## src/rtl/wide_add_seq.sv

```systemverilog
// wide_add_seq
//
// Sequential wide adder/subtractor. A single N-bit ripple-carry adder is
// reused once per word, least significant word first, so a W = N*K bit
// operation takes K cycles of RUN before the result is offered downstream.
//
// Ports:
//   clk        clock, all state changes on the rising edge
//   rst_n      asynchronous active-low reset
//   in_valid   request operands valid
//   in_ready   block accepts a request this cycle (IDLE only)
//   in_a       operand A (W bits)
//   in_b       operand B (W bits)
//   in_sub     0 = A+B, 1 = A-B
//   out_valid  result valid, held until accepted
//   out_ready  downstream accepts the result
//   out_sum    result modulo 2^W
//   out_cout   carry out of bit W-1 (for subtract, 1 = no borrow)
//   out_ovf    two's-complement signed overflow
//   busy       high while an operation is in RUN or DONE

module wide_add_seq #(
  parameter int N = 4,
  parameter int K = 4
) (
  input  logic             clk,
  input  logic             rst_n,
  input  logic             in_valid,
  output logic             in_ready,
  input  logic [N*K-1:0]   in_a,
  input  logic [N*K-1:0]   in_b,
  input  logic             in_sub,
  output logic             out_valid,
  input  logic             out_ready,
  output logic [N*K-1:0]   out_sum,
  output logic             out_cout,
  output logic             out_ovf,
  output logic             busy
);

  localparam int W  = N * K;
  localparam int IW = (K == 1) ? 1 : $clog2(K) + 1;
  localparam logic [IW-1:0] LAST_IDX = IW'(K - 1);

  typedef enum logic [1:0] {
    IDLE,
    RUN,
    DONE
  } state_t;

  state_t         state;
  logic [W-1:0]   a_reg;
  logic [W-1:0]   b_reg;
  logic           carry;
  logic [IW-1:0]  idx;

  logic [N-1:0]   a_word;
  logic [N-1:0]   b_word;
  logic [N-1:0]   add_sum;
  logic [N:0]     chain;
  logic           add_cout;

  // Select the operand word currently being processed. The loop builds a
  // plain K-way mux keyed by the word index; B is already the effective
  // operand (inverted at accept time for subtraction).
  always_comb begin
    a_word = '0;
    b_word = '0;
    for (int k = 0; k < K; k++) begin
      if (idx == IW'(k)) begin
        a_word = a_reg[k*N +: N];
        b_word = b_reg[k*N +: N];
      end
    end
  end

  // The shared N-bit ripple-carry adder: a chain of full adders whose carry
  // in is the carry register, so the carry ripples between words through
  // that register from one cycle to the next.
  always_comb begin
    chain    = '0;
    add_sum  = '0;
    chain[0] = carry;
    for (int i = 0; i < N; i++) begin
      add_sum[i]   = a_word[i] ^ b_word[i] ^ chain[i];
      chain[i+1]   = (a_word[i] & b_word[i]) | (chain[i] & (a_word[i] ^ b_word[i]));
    end
  end

  assign add_cout = chain[N];

  // The carry register is left holding the carry out of the final word when
  // RUN finishes, so it doubles as the carry-out result in DONE.
  assign out_cout = carry;
  assign busy     = (state != IDLE);

  // Control FSM and datapath registers. Subtraction is A + ~B + 1: B is
  // inverted on the way in and the initial carry is in_sub. Each RUN cycle
  // writes one result word in place. Overflow is captured on the last word,
  // where the adder is looking at the top bits of A and effective B.
  // in_ready is registered from the next state so it is low throughout reset
  // and rises on the first edge after reset is released.
  always_ff @(posedge clk or negedge rst_n) begin
    if (!rst_n) begin
      state     <= IDLE;
      a_reg     <= '0;
      b_reg     <= '0;
      carry     <= 1'b0;
      idx       <= '0;
      in_ready  <= 1'b0;
      out_valid <= 1'b0;
      out_sum   <= '0;
      out_ovf   <= 1'b0;
    end else begin
      case (state)
        IDLE: begin
          if (in_valid && in_ready) begin
            a_reg    <= in_a;
            b_reg    <= in_sub ? ~in_b : in_b;
            carry    <= in_sub;
            idx      <= '0;
            in_ready <= 1'b0;
            state    <= RUN;
          end else begin
            in_ready <= 1'b1;
          end
        end

        RUN: begin
          for (int k = 0; k < K; k++) begin
            if (idx == IW'(k)) begin
              out_sum[k*N +: N] <= add_sum;
            end
          end
          carry <= add_cout;
          idx   <= idx + 1'b1;
          if (idx == LAST_IDX) begin
            out_ovf   <= (a_word[N-1] == b_word[N-1]) & (add_sum[N-1] != a_word[N-1]);
            out_valid <= 1'b1;
            state     <= DONE;
          end
        end

        DONE: begin
          if (out_ready) begin
            out_valid <= 1'b0;
            in_ready  <= 1'b1;
            state     <= IDLE;
          end
        end

        default: begin
          out_valid <= 1'b0;
          in_ready  <= 1'b0;
          state     <= IDLE;
        end
      endcase
    end
  end

endmodule

```

## config.mk

```make
export PLATFORM = sky130hd
export DESIGN_NAME = wide_add_seq
export DESIGN_NICKNAME = d
export VERILOG_FILES = /design/src/rtl/wide_add_seq.sv
export SDC_FILE = /design/constraint.sdc
export NUM_CORES = 1
export LEC_CHECK = 0
export ABC_AREA = 1
export CAP_MARGIN = 20
export CORE_MARGIN = 2
export CORE_UTILIZATION = 57
export CTS_BUF_LIST = sky130_fd_sc_hd__clkbuf_8
export CTS_CLUSTER_DIAMETER = 100
export CTS_CLUSTER_SIZE = 14
export DETAILED_ROUTE_END_ITERATION = 6
export PLACE_DENSITY = 0.91
export SLEW_MARGIN = 25
export SYNTH_ARGS = -nofsm -noshare
export SYNTH_HDL_FRONTEND = slang
export SYNTH_SLANG_ARGS = --single-unit
```

## constraint.sdc

```tcl
create_clock -name clk -period 7.8 [get_ports clk]
set_input_delay 1.17 -clock clk [delete_from_list [all_inputs] [get_ports clk]]
set_output_delay 1.17 -clock clk [all_outputs]
set_load 0.01 [all_outputs]
```

==> impl_metrics.json <==
{
  "wl_per_cell_um": 13.4,
  "power_frac_seq_pct": 35.8,
  "die_h_um": 73.4,
  "slew_violations": 0,
  "vias": 2227,
  "root_buffer": "clkbuf_8",
  "path_cells": "ha_1 -> ha_1 -> inv_2 -> nand2_1 -> o22ai_1 -> fa_1 -> inv_1 -> fa_1 -> fa_1 -> fa_1 -> inv_1 -> nand3_1 -> nand3_1 -> nand2_1",
  "synth_top_family_by_area": "simple AND/OR/NAND/NOR gates",
  "cp.arrival_ps": 3560,
  "synth_adder_area_share_pct": 5.65,
  "clk_path_buf_depth": 2,
  "grt_start_max_net_pins": 58,
  "drc": 0,
  "peakVddDrop_mv": 0.196,
  "clock_power_share_pct": 18.1,
  "cts_hold_buffers": 0,
  "cp-start-kind": "register",
  "final_common_cell": "nand2_1",
  "hpwl_mm": 4.10,
  "cts_tree": "done",
  "fin_setup_tns_ps": 0,
  "syn_to_final_growth_pct": 27.9,
  "cts_sinks": 57,
  "yosysWarnings": 0,
  "netlist_area_um2": 2750,
  "fp.dieW_um": 73.4,
  "fin_util_pct": 74.9,
  "cts_made_buffers": 9,
  "slowest_delay_ps": 470,
  "cts.clk_slew.worst_paths_ps": 60,
  "viasPerCell": 5.20,
  "synth.avg_cell_area_um2": 8.86,
  "std_cell_rows": 25,
  "synth_cell_types": 27,
  "fin_crit_ps": 3340,
  "clkLatencyLatePin_ps": 340,
  "p_comb_share_pct": 46.1,
  "pin_count": 58,
  "crit_slowest_cell": "fa_1",
  "cts_max_level": 3,
  "post-cts-setup-buffer-count": 0,
  "grt_pass1_vias": 2172,
  "finalSetupViolCount": 0,
  "critPathBufInv": 3,
  "yosys.area.top_type_share_pct": 51.9,
  "cp_common_cell": "fa_1",
  "dieArea_um2": 5390,
  "drt_iter0_drc": 165,
  "status": "finished, final reports clean",
  "floorplan.initialDensity_pct": 58.5,
  "layout_common_cells": "nand2_1, dfrtp_1, clkdlybuf4s50_1, o21ai_0",
  "grt_pass1_wl_mm": 9.72,
  "leakage_uw": 0.00168,
  "cpLargestDelayFamily": "adder cells",
  "fin_skew_ps": 6.71,
  "syn_inst": 310,
  "fill_cells": 338,
  "total_power_uw": 1420,
  "synth_compound_area_share_pct": 11.6,
  "swShare_pct": 40.9,
  "cp-end-kind": "register",
  "yosys.area_share.simple_pct": 20.1,
  "ys_ff_latch": 57,
  "antenna_found_initial": 0,
  "drive_gt1_share_pct": 8.82,
  "rsz0062_at_grt": "false",
  "max_freq_ghz": 0.300,
  "first_pass_iters": 4,
  "wl_mm": 5.76,
  "tightest_slew_ps": 877,
  "yosys-top-cells-area": "dfrtp_1, nand2_1, o21ai_0",
  "slew-limit-headroom_pct": 41.5,
  "ys_seq_area_share_pct": 51.9,
  "nets": 416,
  "cap_violations": 0,
  "fin_crit_sh_pct": 42.8,
  "port_buffers": 57,
  "ant_nets": 0,
  "muxShareOfSynthArea_pct": 0,
  "critPathMaxFanout": 10,
  "cp.required_ps": 8030,
  "grt_usage_pct": 24.5,
  "synth_xor_area_share_pct": 5.10,
  "hold_path_class": "reg2reg",
  "gp_congestion": 0.863,
  "core_area_um2": 4690,
  "diodes": 0,
  "post_cts_resized": 0,
  "grt_remaining_overflow": 0,
  "cellInternalPower_uw": 840,
  "powerDensity_nw_per_um2": 405,
  "hold_viol": 0,
  "synth_nets": 357,
  "switching_power_uw": 582,
  "synth_top_area_cell": "dfrtp_1",
  "worstSetupPathType": "reg2reg"
}
area by class of cell:
cell class	instances	area (µm²)	share of cell area (%)
Clock buffer	13	179	5.09
Clock inverter	3	13.8	0.392
Inverter	23	86.3	2.46
Multi-Input combinational cell	220	1170	33.2
Sequential cell	57	1430	40.6
Tap cell	54	67.6	1.92
Timing Repair Buffer	58	573	16.3
cell families (layout without fill, tap and decap cells):
kind of cell	Yosys count	in the layout
buffers and inverters	33	97
AND/OR/NAND/NOR	132	132
AO/OA/AOI/OAI	62	62
flip-flops	57	57
adder cells (fa/ha/maj)	10	10
XOR/XNOR	16	16
worst reg2reg max path, stage by stage (launching register included):
cell	delay (ps)
dfrtp_1	400
ha_1	210
ha_1	300
inv_2	210
nand2_1	70
o22ai_1	190
fa_1	200
inv_1	50
fa_1	370
fa_1	400
fa_1	470
inv_1	140
nand3_1	90
nand3_1	80
nand2_1	50
layer usage:
layer / vias up / GRT usage [%] / share of wire (%)
li1: 1109 / - / -
met1: 1023 / 30.8 / 42
met2: 81 / 40.3 / 50
met3: 14 / 6.72 / 5.8
met4: 0 / 9.70 / 2.3
met5: - / 0 / 0
cells in the mapped netlist (all sizes together):
| cell type | instances |
|---|---|
| nand3 | 7 |
| o21ai | 52 |
| buf | 10 |
| nand2 | 116 |
| inv | 22 |
| o211ai | 1 |
| xnor2 | 16 |
| nor2 | 6 |
| ha | 6 |
| or2 | 1 |
| fa | 4 |
| o22ai | 3 |
| dfrtp | 57 |
| nor3 | 2 |
| clkinv | 1 |
| o31ai | 1 |
| a21oi | 5 |
power by group through the flow:
stage | Clock, µW | Sequential (µW) | Combinational (µW)
global placement | 0 | 504 | 626
floorplan | 0 | 511 | 412
detailed placement | 0 | 512 | 655
finish | 258 | 509 | 655
CTS | 262 | 509 | 659
global route | 276 | 524 | 750
final timing paths:
| check | startpoint | to | slack, ps | cells after the start |
|---|---|---|---|---|
| worst max-delay path | idx[0] | out_ovf | 4460 | 14 |
| worst min-delay path | a_reg[1] | a_reg[1] | 480 | 2 |
| worst max register to register | idx[0] | out_ovf | 4460 | 14 |
| worst min register to register | a_reg[1] | a_reg[1] | 480 | 2 |
| max in group asynchronous | rst_n | b_reg[13] | 6370 | 2 |
| min in group asynchronous | rst_n | b_reg[14] | 970 | 2 |
through the flow:
| stage | hold slack [ps] | instance area, µm² | worst slack, ps | instances |
|---|---|---|---|---|
| after floorplan | 444 | 2750 | 4720 | 310 |
| after global placement | 461 | 3320 | 4540 | 412 |
| after detailed placement | 461 | 3320 | 4460 | 412 |
| after CTS | 486 | 3510 | 4450 | 428 |
| after global routing | 503 | 3510 | 4190 | 428 |
| final | 484 | 3510 | 4460 | 428 |
(Power assumes the default switching activity.)
